<file path="config.mk">
export PLATFORM = sky130hd
export DESIGN_NAME = nbit_updown_counter_mod
export DESIGN_NICKNAME = d
export VERILOG_FILES = /design/src/rtl/nbit_updown_counter_mod.sv
export SDC_FILE = /design/constraint.sdc
export NUM_CORES = 1
export LEC_CHECK = 0
export BUFFER_PORTS_ARGS = -buffer_cell sky130_fd_sc_hd__buf_2
export CAP_MARGIN = 20
export CORE_AREA = 2 2 120 122
export DETAILED_ROUTE_END_ITERATION = 6
export DIE_AREA = 0 0 122 124
export PLACE_DENSITY = 0.39
export SYNTH_ARGS = -nofsm -noshare
export SYNTH_HDL_FRONTEND = slang
export SYNTH_SLANG_ARGS = --single-unit
</file>
<file path="constraint.sdc">
create_clock -name clk_i -period 4.6 [get_ports clk_i]
set_clock_uncertainty 0.1 [all_clocks]
set_input_delay 0.69 -clock clk_i [delete_from_list [all_inputs] [get_ports clk_i]]
set_output_delay 0.69 -clock clk_i [all_outputs]
set_load 0.03 [all_outputs]
</file>
<file path="src/rtl/nbit_updown_counter_mod.sv">
// nbit_updown_counter_mod: SIZE-bit up/down counter with programmable step and
// limit, wrap/saturate bounds, parallel load, terminal-count pulse and sticky overflow.
`default_nettype none

module nbit_updown_counter_mod #(
  parameter int SIZE = 8
) (
  input  logic            clk_i,
  input  logic            rst_n_i,
  input  logic            ce_i,
  input  logic            sr_i,
  input  logic [SIZE-1:0] srinit_i,
  input  logic            load_i,
  input  logic [SIZE-1:0] din_i,
  input  logic            up_i,
  input  logic [SIZE-1:0] step_i,
  input  logic [SIZE-1:0] limit_i,
  input  logic            mode_sat_i,
  input  logic            clr_ovf_i,
  output logic [SIZE-1:0] dout_o,
  output logic            tc_o,
  output logic            ovf_o
);

  localparam int W = SIZE + 1;

  logic [SIZE-1:0] dout_q, dout_d;
  logic            tc_q, tc_d;
  logic            ovf_q, ovf_d;

  logic [W-1:0]    dout_w, step_w, lim_w, lim_p1, sum, up_wrap, dn_gap;
  logic [SIZE-1:0] dn_wrap;
  logic            step_nz, event_hit;

  // One extra bit so sums and LIMIT+1 never truncate before comparison.
  assign dout_w  = {1'b0, dout_q};
  assign step_w  = {1'b0, step_i};
  assign lim_w   = {1'b0, limit_i};
  assign lim_p1  = lim_w + W'(1);
  assign sum     = dout_w + step_w;
  assign up_wrap = sum - lim_p1;
  assign dn_gap  = step_w - dout_w;
  assign dn_wrap = limit_i + SIZE'(1) - dn_gap[SIZE-1:0];
  assign step_nz = |step_i;

  always_comb begin
    dout_d    = dout_q;
    tc_d      = 1'b0;
    ovf_d     = ovf_q;
    event_hit = 1'b0;

    if (sr_i) begin
      dout_d = srinit_i;
    end else if (load_i) begin
      dout_d = din_i;
    end else if (ce_i && step_nz) begin
      if (up_i) begin
        if (sum > lim_w) begin
          event_hit = 1'b1;
          if (mode_sat_i)          dout_d = limit_i;
          else if (up_wrap > lim_w) dout_d = '0;
          else                      dout_d = up_wrap[SIZE-1:0];
        end else begin
          dout_d = sum[SIZE-1:0];
        end
      end else begin
        if (dout_q >= step_i) begin
          dout_d = dout_q - step_i;
        end else begin
          event_hit = 1'b1;
          if (mode_sat_i)          dout_d = '0;
          else if (dn_gap > lim_p1) dout_d = limit_i;
          else                      dout_d = dn_wrap;
        end
      end
    end

    tc_d = event_hit;
    // A same-cycle event beats CLR_OVF; SR clears unconditionally.
    if (sr_i)           ovf_d = 1'b0;
    else if (event_hit) ovf_d = 1'b1;
    else if (clr_ovf_i) ovf_d = 1'b0;
  end

  always_ff @(posedge clk_i or negedge rst_n_i) begin
    if (!rst_n_i) begin
      dout_q <= '0;
      tc_q   <= 1'b0;
      ovf_q  <= 1'b0;
    end else begin
      dout_q <= dout_d;
      tc_q   <= tc_d;
      ovf_q  <= ovf_d;
    end
  end

  assign dout_o = dout_q;
  assign tc_o   = tc_q;
  assign ovf_o  = ovf_q;

endmodule

`default_nettype wire

</file>
* After elaboration in Yosys (flattened, before gate mapping) *
Cells that the tools add are included.

storage, ports and cells
  bits of input ports = 40
  logic and storage cells = 37
  bits in registers = 10
  output and inout port bits = 10

cells by class
  mux-type cells = 19
  reductions and logical operators = 4
  $add $sub $neg = 7
  order comparisons = 4

operator list
  operator             count
  $mux 8               10
  $gt 9x8->1           2
  $sub 8x8->8          2
  $add 8x1->9 const B  1
  $add 8x8->9          1
  $gt 9x9->1           1
  $mux 1               9
  $sub 8x8->9          1
  $sub 9x9->9          1
  $add 8x1->8 const B  1
  $ge 8x8->1           1
  $reduce_or 8->1      1
  $reduce_bool 3->1    2
  $logic_and 1x1->1    1

* Depth between registers and ports, before layout *
Gate-level depths: netlist of run 1.

  depth after elaboration = 10
  gate-level depth with buffers = 24
  depth with buffers taken out = 22

* Worst setup path after synthesis of run 1 *
OpenSTA, ideal clock, no wires.

  path type = input-to-reg
  start point = in step_i[2]
  end point = reg dout_q[1], in the netlist dout_o[1]
  data arrival time = 4.600 ns
  stages = 21
  path buffers = 2
  library setup time = 0.077 ns
  required time = 4.423 ns
  slack = -0.177 ns
  cell sequence = inv_1 -> ha_1 -> buf_2 -> nand2b_1 -> a221oi_2 -> nor2_1 -> o21ai_0 -> xnor2_1 -> ha_1 -> o41ai_1 -> xnor2_1 -> ha_1 -> inv_1 -> or4_1 -> a21oi_1 -> a31oi_1 -> nor2b_4 -> buf_6 -> a221oi_1 -> or3_1 -> a21oi_1

on the way
  cells in the longest elaborated chain, start to end = 10
  elaborated cells between the ends (all ways) = 20
  those cells by class = add/sub: 3; order compare: 4; mux: 10; reduce/logical: 3

RTL lines
  element               RTL line  text
  start, declared       16        input logic [SIZE-1:0] step_i,
  $add 8x8->9           40        assign sum = dout_w + step_w;
  $sub 9x9->9           41        assign up_wrap = sum - lim_p1;
  $gt 9x8->1            61        else if (up_wrap > lim_w) dout_d = '0;
  $mux 8                61
  $mux 8                60        if (mode_sat_i) dout_d = limit_i;
  $mux 8                58        if (sum > lim_w) begin
  $mux 8                57        if (up_i) begin
  $mux 8                56        end else if (ce_i && step_nz) begin
  $mux 8                54        end else if (load_i) begin
  $mux 8                52        if (sr_i) begin
  end signal, assigned  91        dout_q <= dout_d;
  end, declared         27        logic [SIZE-1:0] dout_q, dout_d;

Parallel ways exist; a longest one is shown, timed or not. The select of a mux whose other input is x is not followed.
A chain may end at the register's enable or synchronous reset.

* Final worst setup path of run 1 *
  start point = in step_i[0]
  end point = reg dout_q[1], in the netlist dout_o[1]

The elaborated chain is that of the path after synthesis.

==> impl_metrics.csv, run 1 <==
group,metric,value,unit
finish,final_nets,688,
global_routing,grt_pass1_vias,3695,
floorplan,fp-row-count,43,
global_routing,track_usage,17.6,%
global_routing,grt_pass1_wl,20500,microns
setup_path,slowest_delay,0.40,ns
clocking,clock-sinks,10,
finish,mostFrequentLayoutCells,"buf_4, ha_1, inv_1, buf_2, a21oi_1",
synthesis,netlist_area,3400,sq um
timing,fin_crit,4.49,ns
setup_path,cp_slowest_cell,"or4_1",
outcome,status,"completed",
timing,setup_viol,0,
clocking,clock_latency,0.24,ns
worst_hold_path,holdCritPathClass,"primary input to asynchronous set/reset pin",
power,pwr_density_cell,589,nW/um^2
global_routing,grt_max_degree,20,
setup_path,crit_path_end_kind,"flop",
floorplan,floorplan.io_pins,50,
placed_design,numPortBuffers,49,
placed_design,post_dp_cell_area,4470,sq um
floorplan,die_x,122,microns
routing,routed_wl,13400,microns
placed_design,dpl.hpwl,11300,microns
clocking,root_buffer,"clkbuf_16",
placed_design,pre_cts_slack,-0.289,ns
placed_design,globalplace.congestion,0.894,
global_routing,antenna_found_initial,0,
timing,final_max_slew_viol_count,0,
clocking,cts_buffers,3,
synthesis,synth-main-ff-cell,"dfrtp_1",
setup_path,crit_required,4.67,ns
timing,fmax,223,MHz
timing,postLayoutSetupSlackWorst,0.107,ns
clocking,cts_hold_buffers,0,
timing,relSlewSlack,65.4,%
setup_path,worst_ep_arrival_time,4.56,ns
finish,fin_area,4790,sq um
global_routing,grt_overflow,0,
setup_path,critPathLaunchType,"primary input",
routing,drc,0,
timing,rsz0062_at_grt,"true",
setup_path,crit_path_start,"step_i[0]",
synthesis,ys_ff_latch,10,
setup_path,rr_startpoint,"dout_o[1]",
flow_run,maxCapViolCount,0,
setup_path,crit_type,"primary input to flop",
routing,drt_first_pass_iters,4,
routing,post_drt_wl_per_cell,17.8,microns
synthesis,yosys_warnings,0,
synthesis,synth_async_sr_flop_share,100,%
setup_path,crit_chain,"buf_8 -> ha_4 -> fa_2 -> nand2b_4 -> a21oi_2 -> nor2_2 -> xnor2_2 -> ha_1 -> buf_6 -> nand3_2 -> o211ai_1 -> nor2_2 -> xnor2_2 -> ha_1 -> nand4_1 -> or4_1 -> a21oi_1 -> a31oi_1 -> nor2b_4 -> a221oi_1 -> or3_1 -> a21oi_1",
clocking,cts_tree,"built",
synthesis,ys_types,60,
synthesis,synthCells,444,
routing,final_antenna_net_count,0,
clocking,htreeDepth,1,
clocking,clk_path_buf_depth,2,
timing,period_share,97.7,%
floorplan,start_util,24.8,%
timing,worstMarginPinSlew,0.518,ns
power,vdd_drop_max,0.000183,V
timing,hold_viol,0,
power,leakage,2.33,nW
synthesis,syn_avg_cell_area,7.65,sq um
clocking,clkTransAtPathRegs,0.05,ns
finish,drive_above_1_share,33.5,%
floorplan,core_area,13700,sq um
synthesis,seq_area_frac_synth,7.37,%
routing,drt-vias-per-instance,4.92,
floorplan,die_area,15100,sq um
synthesis,syn-num-nets,560,
synthesis,synth_edf_count,0,
floorplan,fp.dieH,124,microns
finish,antennaDiodeCount,0,
finish,area_delta_synth_final,41.1,%
routing,vias,3698,
setup_path,critPathMaxFanout,5,
finish,layout_commonest_cell,"buf_4",
routing,drt_iter0_drc,157,
[report_power, final]
group	total [mW]	switching [mW]	internal, mW
Sequential	0.135	0.0314	0.104
Clock	0.179	0.0479	0.131
Combinational	2.51	1.27	1.24
[final timing paths]
path,to,cells past startpoint,slack [ns]
worst max-delay path,dout_o[1],22,0.11
worst min-delay path,dout_o[0],1,0.21
worst min register to register,ovf_o,1,0.38
max in group asynchronous,dout_o[1],1,3.97
worst max register to register,dout_o[1],21,0.16
min in group clk_i,ovf_o,1,0.38
[cell families (layout without fill, tap and decap cells)]
| group | count (synthesis) | after routing | share of synthesized area [%] |
|---|---|---|---|
| xor gates and xnor gates | 35 | 35 | 9.83 |
| muxes | 5 | 5 | 1.58 |
| and+or+nand+nor | 117 | 117 | 17.2 |
| buffers and inverters | 65 | 192 | 7.55 |
| adders and majority gates | 76 | 76 | 29.1 |
| AOI/OAI and AO/OA | 136 | 136 | 27.4 |
| DFF | 10 | 10 | 7.37 |
[Yosys cell counts, types with 3 or more instances]
cell | number | area [sq um]
a221oi_1 | 7 | 61.3
nor4_1 | 5 | 31.3
fa_1 | 5 | 100
buf_2 | 4 | 20.0
nand2b_1 | 5 | 31.3
xnor2_1 | 25 | 219
nand3_1 | 10 | 50.1
inv_1 | 50 | 188
a211oi_1 | 5 | 37.5
o21a_1 | 6 | 45.0
nor2b_1 | 6 | 37.5
o21ai_1 | 7 | 35.0
o211ai_1 | 6 | 45.0
dfrtp_1 | 10 | 250
a21oi_1 | 46 | 230
mux2_2 | 3 | 33.8
nand2_1 | 28 | 105
nor3_1 | 10 | 50.1
o21ai_0 | 14 | 70.1
xor2_1 | 8 | 70.1
ha_1 | 71 | 888
a221oi_2 | 3 | 45.0
a21o_1 | 9 | 67.6
o21bai_1 | 6 | 45.0
nand4_1 | 5 | 31.3
nor2_1 | 34 | 128
clkbuf_1 | 9 | 33.8
[sequential cells by signal (all words and copies together) (netlist names)]
signal and count:
ovf_o 1, tc_o 1, dout_o 8
[metal layers]
| layer | global-route usage [%] | up-vias | routed length (microns) |
|---|---|---|---|
| met2 | 28.6 | 71 | 5970 |
| met1 | 26.1 | 1758 | 6820 |
| li1 | - | 1857 | - |
| met4 | 2.73 | 0 | 195 |
| met3 | 1.01 | 12 | 380 |
| met5 | 0 | - | 0 |
[area by class of cell]
cell class / count / area (sq um)
well taps: 180 / 225
clock buffers: 4 / 88.8
multi-input cells: 369 / 3100
repair buffers: 138 / 945
inverters: 50 / 188
fillers: 1493 / 8920
flip-flops and latches: 10 / 250
[worst max-delay path: cells and delay by family]
family	cells	cell delay, ns
and+or+nand+nor	8	1.40
adders and majority gates	4	1.18
AOI/OAI and AO/OA	6	0.77
xor gates and xnor gates	2	0.29
buffers and inverters	2	0.21
[repair_timing]
| action | CTS | global route |
|---|---|---|
| pin swaps | 1 | 29 |
| gates resized for setup | 5 | 39 |
| buffers inserted | 1 | 4 |
| setup endpoints to repair | 5 | 8 |
| hold endpoints to repair | 0 | 0 |
[metrics by stage]
stage / power, mW / hold slack (ns) / cells / util, % / setup TNS (ns)
after detailed placement: 2.45 / 0.367 / 743 / 32.5 / -1.96
after CTS: 2.68 / 0.222 / 748 / 33.5 / 0
after global placement: 2.46 / 0.356 / 743 / 32.5 / -1.73
after global routing: 3.08 / 0.239 / 751 / 34.9 / -0.451
after floorplan: 1.49 / 0.294 / 444 / - / 0
final: 2.82 / 0.215 / 751 / 34.9 / 0
(Power assumes the default switching activity.)
==> run 2, diff against run 1 <==
--- a/config.mk
+++ b/config.mk
@@ -8,9 +8,11 @@
 export BUFFER_PORTS_ARGS = -buffer_cell sky130_fd_sc_hd__buf_2
 export CAP_MARGIN = 20
 export CORE_AREA = 2 2 120 122
+export CTS_BUF_LIST = sky130_fd_sc_hd__clkbuf_4
 export DETAILED_ROUTE_END_ITERATION = 6
 export DIE_AREA = 0 0 122 124
 export PLACE_DENSITY = 0.39
+export SETUP_SLACK_MARGIN = 0.1
 export SYNTH_ARGS = -nofsm -noshare
 export SYNTH_HDL_FRONTEND = slang
 export SYNTH_SLANG_ARGS = --single-unit
==> constraint.sdc (replaced) <==
create_clock -name clk_i -period 4.6 [get_ports clk_i]
set_clock_uncertainty 0.1 [all_clocks]
set_input_delay 0.69 -clock clk_i [delete_from_list [all_inputs] [get_ports clk_i]]
set_output_delay 0.69 -clock clk_i [all_outputs]
set_load 0.05 [all_outputs]
==> run 2 against run 1 <==
  * The flow now finishes with violations (setup timing)
  * Largest power group unchanged
  * Sequential power is 4% lower
  * Via count down 0.43%
  * Maximum frequency decreased by 2.4%
  * Utilization increased by 1.6 points
==> impl_metrics.csv, run 2 (synthesis gave the netlist of run 1 again) <==
group,metric,value,unit
power,vdd_drop_max,0.000157,V
timing,final_max_slew_viol_count,0,
timing,postLayoutSetupSlackWorst,-0.00562,ns
power,power,2.96,mW
finish,nFillCells,1467,
setup_path,worst_ep_arrival_time,4.70,ns
floorplan,core_area,13700,sq um
clocking,root_buffer,"clkbuf_4",
setup_path,crit_type,"primary input to flop",
global_routing,grt_overflow,0,
placed_design,place_inst,743,
clocking,cts_buffers,3,
finish,area_delta_synth_final,47.5,%
routing,drt-vias-per-instance,4.85,
floorplan,fp-row-count,43,
global_routing,grt_util_met2,30.6,%
power,pwr_density_cell,590,nW/um^2
setup_path,rr_startpoint,"dout_o[1]",
global_routing,top_usage_layer,"met2",
routing,vias,3682,
routing,final_antenna_net_count,0,
timing,relSlewSlack,63.5,%
finish,final_nets,696,
timing,rsz0062_at_grt,"true",
timing,setup_viol,1,
flow_run,maxCapViolCount,0,
power,leakage,2.39,nW
timing,worstMarginPinSlew,0.543,ns
finish,antennaDiodeCount,0,
floorplan,die_x,122,microns
clocking,htreeDepth,1,
setup_path,crit_required,4.70,ns
clocking,clk_path_buf_depth,2,
finish,layout_commonest_cell,"buf_4",
clocking,clock_latency,0.27,ns
finish,largest_reg_flops,8,
setup_path,critPathLaunchType,"primary input",
global_routing,use_met3,1.42,%
setup_path,reg2reg_depth,21,
placed_design,dpl.hpwl,11700,microns
finish,mostFrequentLayoutCells,"buf_4, ha_1, inv_1, buf_2, a21oi_1",
routing,post_drt_wl_per_cell,18.2,microns
worst_hold_path,holdCritPathClass,"primary input to asynchronous set/reset pin",
setup_path,rrSetupSlack,0.05,ns
clocking,cts_tree,"built",
routing,drt_iter0_drc,142,
global_routing,globalRouteMet1Util,26.4,%
timing,hold_viol,0,
global_routing,grt_pass1_wl,21000,microns
routing,drc,0,
outcome,status,"complete, but fails checks",
global_routing,grt_max_degree,20,
timing,fmax,217,MHz
global_routing,antenna_found_initial,0,
floorplan,die_area,15100,sq um
clocking,clock-sinks,10,
routing,drt_first_pass_iters,5,
finish,final_cells,759,
floorplan,fp.dieH,124,microns
timing,fin_crit,4.61,ns
global_routing,grt_pass1_vias,3685,
setup_path,rr_endpoint,"dout_o[1]",
routing,routed_wl,13800,microns
global_routing,track_usage,18.2,%
floorplan,start_util,24.8,%
clocking,clkTransAtPathRegs,0.07,ns
setup_path,critPathMaxFanout,5,
outcome,failed_checks,"setup timing",
placed_design,globalplace.congestion,0.876,
timing,period_share,100,%
finish,drive_above_1_share,38.5,%
floorplan,floorplan.io_pins,50,
setup_path,crit_path_end_kind,"flop",
placed_design,numPortBuffers,49,
-- run 2: cell types whose count changed in the layout (fill, tap and decap cells not counted), sizes merged --
cell / change
clkbuf: -1
buf: +8
clkinv: +1
-- run 2: worst max-delay path by stage --
stage / from / end / cells past startpoint
6_report: step_i[1] / dout_o[1] / 22
5_1_grt: step_i[2] / dout_o[1] / 24
4_1_cts: step_i[1] / dout_o[1] / 24
3_5_place_dp: step_i[0] / dout_o[1] / 23
3_3_place_gp: step_i[0] / dout_o[2] / 22
2_1_floorplan: step_i[3] / dout_o[1] / 22
-- run 2: report_power, final --
part,switching (mW),internal [mW]
Sequential,0.0262,0.104
Combinational,1.38,1.38
Clock,0.0337,0.0314
Total,1.44,1.51
-- run 2: per-stage QoR --
step | area, sq um | utilization (%) | hold WS, ns | setup WS [ns] | TNS (ns)
after global placement | 4500 | 32.8 | 0.356 | -0.484 | -3.02
after global routing | 5010 | 36.5 | 0.192 | -0.153 | -0.283
after floorplan | 3450 | - | 0.294 | 0.106 | 0
after detailed placement | 4500 | 32.8 | 0.362 | -0.532 | -3.54
final | 5010 | 36.5 | 0.187 | -0.00562 | -0.00562
after CTS | 4720 | 34.4 | 0.185 | 0.0476 | 0
-- run 2: final cells by class --
cell class              count  area (sq um)  share of cell area [%]
multi-input cells         369          3290                    65.8
well taps                 180           225                    4.50
inverters                  50           193                    3.85
clock buffers               3          22.5                   0.450
flip-flops and latches     10           251                    5.02
repair buffers            146          1020                    20.4
clock inverters             1          3.75                  0.0749
-- run 2: what timing repair did --
item / in CTS / in global routing
hold buffers: 0 / 0
endpoints found under the setup margin: 8 / 8
resized for setup: 27 / 46
pin swaps: 21 / 34
setup buffers: 7 / 5
-- run 2: per-layer routing --
metal  wire length [microns]  vias to the layer above
met5                       0                        -
met2                    6710                       43
met3                     428                        2
met4                       6                        0
li1                        -                     1862
met1                    6640                     1775
-- run 2: critical path, cell delays in order --
cell and delay, ns:
buf_8 0.10, buf_6 0.12, fa_2 0.41, nand2b_4 0.11
a21oi_2 0.07, nor2_2 0.17, xnor2_2 0.19, ha_4 0.26
o21ai_2 0.06, a21oi_2 0.07, o41ai_4 0.34, xnor2_2 0.12
ha_1 0.32, inv_1 0.04, or4_4 0.50, a21oi_2 0.16
a31oi_2 0.06, nor2b_4 0.18, buf_12 0.12, a221oi_2 0.05
or3_1 0.39, a21oi_1 0.15
==> run 3, diff against run 2 <==
--- a/config.mk
+++ b/config.mk
@@ -12,6 +12,7 @@
 export DETAILED_ROUTE_END_ITERATION = 6
 export DIE_AREA = 0 0 122 124
 export PLACE_DENSITY = 0.39
+export RECOVER_POWER = 25
 export SETUP_SLACK_MARGIN = 0.1
 export SYNTH_ARGS = -nofsm -noshare
 export SYNTH_HDL_FRONTEND = slang
==> run 3 against run 2 <==
  * The flow still finishes with violations (setup timing)
  * Maximum frequency unchanged
  * Sequential share of layout area about the same
  * Setup slack unchanged
  * Cell area about the same
  * Clock power about the same
==> impl_metrics.csv, run 3 (synthesis gave the netlist of run 1 again) <==
group,metric,value,unit
timing,worstMarginPinSlew,0.648,ns
routing,drt-vias-per-instance,4.85,
timing,relSlewSlack,56.8,%
finish,fin_area,5010,sq um
setup_path,slowest_delay,0.50,ns
setup_path,crit_path_end_kind,"flop",
clocking,cts_buffers,3,
clocking,clk_path_buf_depth,2,
clocking,cts_hold_buffers,0,
finish,largest_reg_flops,8,
setup_path,crit_type,"primary input to flop",
clocking,cts_tree,"built",
timing,period_share,100,%
setup_path,cp_top_family,"simple AND/OR/NAND/NOR gates",
global_routing,track_usage,18.2,%
finish,multiInputGateArea,3290,sq um
setup_path,crit_chain,"buf_8 -> buf_6 -> fa_2 -> nand2b_4 -> a21oi_2 -> nor2_2 -> xnor2_2 -> ha_4 -> o21ai_2 -> a21oi_2 -> o41ai_4 -> xnor2_2 -> ha_1 -> inv_1 -> or4_4 -> a21oi_2 -> a31oi_2 -> nor2b_4 -> buf_12 -> a221oi_2 -> or3_1 -> a21oi_1",
finish,seq_area,251,sq um
floorplan,core_area,13700,sq um
global_routing,grt_pass1_vias,3685,
setup_path,crit_required,4.70,ns
routing,drt_first_pass_iters,5,
global_routing,grt_overflow,0,
finish,final_nets,696,
flow_run,maxCapViolCount,0,
clocking,clkTransAtPathRegs,0.07,ns
outcome,status,"complete, but fails checks",
routing,vias,3682,
setup_path,worst_ep_arrival_time,4.70,ns
finish,layout_commonest_cell,"buf_4",
global_routing,antenna_found_initial,0,
floorplan,fp-row-count,43,
floorplan,fp.dieH,124,microns
clocking,htreeDepth,1,
clocking,clock-sinks,10,
finish,antennaDiodeCount,0,
routing,drt_iter0_drc,142,
placed_design,post_dp_cell_area,4500,sq um
finish,drive_above_1_share,38.3,%
timing,whs,0.315,ns
global_routing,grt_max_degree,20,
power,power,2.96,mW
timing,fin_crit,4.61,ns
finish,area_delta_synth_final,47.4,%
timing,final_max_slew_viol_count,0,
floorplan,floorplan.io_pins,50,
routing,final_antenna_net_count,0,
finish,mostFrequentLayoutCells,"buf_4, ha_1, inv_1",
timing,fmax,217,MHz
routing,routed_wl,13800,microns
floorplan,start_util,24.8,%
routing,drc,0,
power,pwr_density_cell,590,nW/um^2
timing,postLayoutSetupSlackWorst,-0.00562,ns
global_routing,grt_pass1_wl,21000,microns
power,vdd_drop_max,0.000157,V
clocking,root_buffer,"clkbuf_4",
routing,post_drt_wl_per_cell,18.2,microns
clocking,clock_latency,0.27,ns
finish,nFillCells,1467,
setup_path,cp_slowest_cell,"or4_4",
floorplan,die_x,122,microns
timing,rsz0062_at_grt,"true",
placed_design,dpl.hpwl,11700,microns
setup_path,crit_top_cell,"a21oi_2",
setup_path,cp_num_buf_inv,4,
outcome,failed_checks,"setup timing",
floorplan,die_area,15100,sq um
timing,setup_viol,1,
placed_design,globalplace.congestion,0.876,
power,leakage,2.38,nW
setup_path,critPathLaunchType,"primary input",
timing,hold_viol,0,
setup_path,critPathMaxFanout,5,
worst_hold_path,holdCritPathClass,"primary input to asynchronous set/reset pin",
placed_design,numPortBuffers,49,
-- run 3: stage by stage --
| stage | util (%) | cells | setup WS, ns | setup TNS (ns) |
|---|---|---|---|---|
| final | 36.5 | 759 | -0.00562 | -0.00562 |
| after global routing | 36.5 | 759 | -0.153 | -0.283 |
| after CTS | 34.4 | 754 | 0.0476 | 0 |
| after detailed placement | 32.8 | 743 | -0.532 | -3.54 |
| after global placement | 32.8 | 743 | -0.484 | -3.02 |
| after floorplan | - | 444 | 0.106 | 0 |
-- run 3: layout make-up --
class	instances	area share (%)
multi-input cells	369	65.8
clock inverters	1	0.0749
well taps	180	4.50
flip-flops and latches	10	5.02
repair buffers	146	20.3
inverters	50	3.85
clock buffers	3	0.450
-- run 3: timing repair --
| item | 4_1_cts | 5_1_grt |
|---|---|---|
| resized for setup | 27 | 46 |
| hold endpoints to repair | 0 | 0 |
| pin swaps | 21 | 34 |
| buffers inserted | 7 | 5 |
| setup endpoints to repair | 8 | 8 |
-- run 3: final timing paths --
path	startpoint	endpoint	slack [ns]	cells past startpoint
setup reg to reg	dout_o[1]	dout_o[1]	0.05	21
hold reg to reg	ovf_o	ovf_o	0.37	1
hold / removal	rst_n_i	dout_o[6]	0.32	1
min in group clk_i	ovf_o	ovf_o	0.37	1
max in group asynchronous	rst_n_i	dout_o[2]	3.63	1
setup / recovery	step_i[1]	dout_o[1]	-0.006	22
-- run 3: routing by layer --
metal | part of all wire, % | global-route usage, % | wire [microns] | vias up
met5 | 0 | 0 | 0 | -
li1 | - | - | - | 1862
met2 | 49 | 30.6 | 6710 | 43
met4 | 0.044 | 1.51 | 6 | 0
met3 | 3.1 | 1.42 | 428 | 2
met1 | 48 | 26.4 | 6640 | 1775
-- run 3: power by group --
group	internal [mW]	switching, mW
Clock	0.0314	0.0337
Sequential	0.104	0.0262
Combinational	1.38	1.38
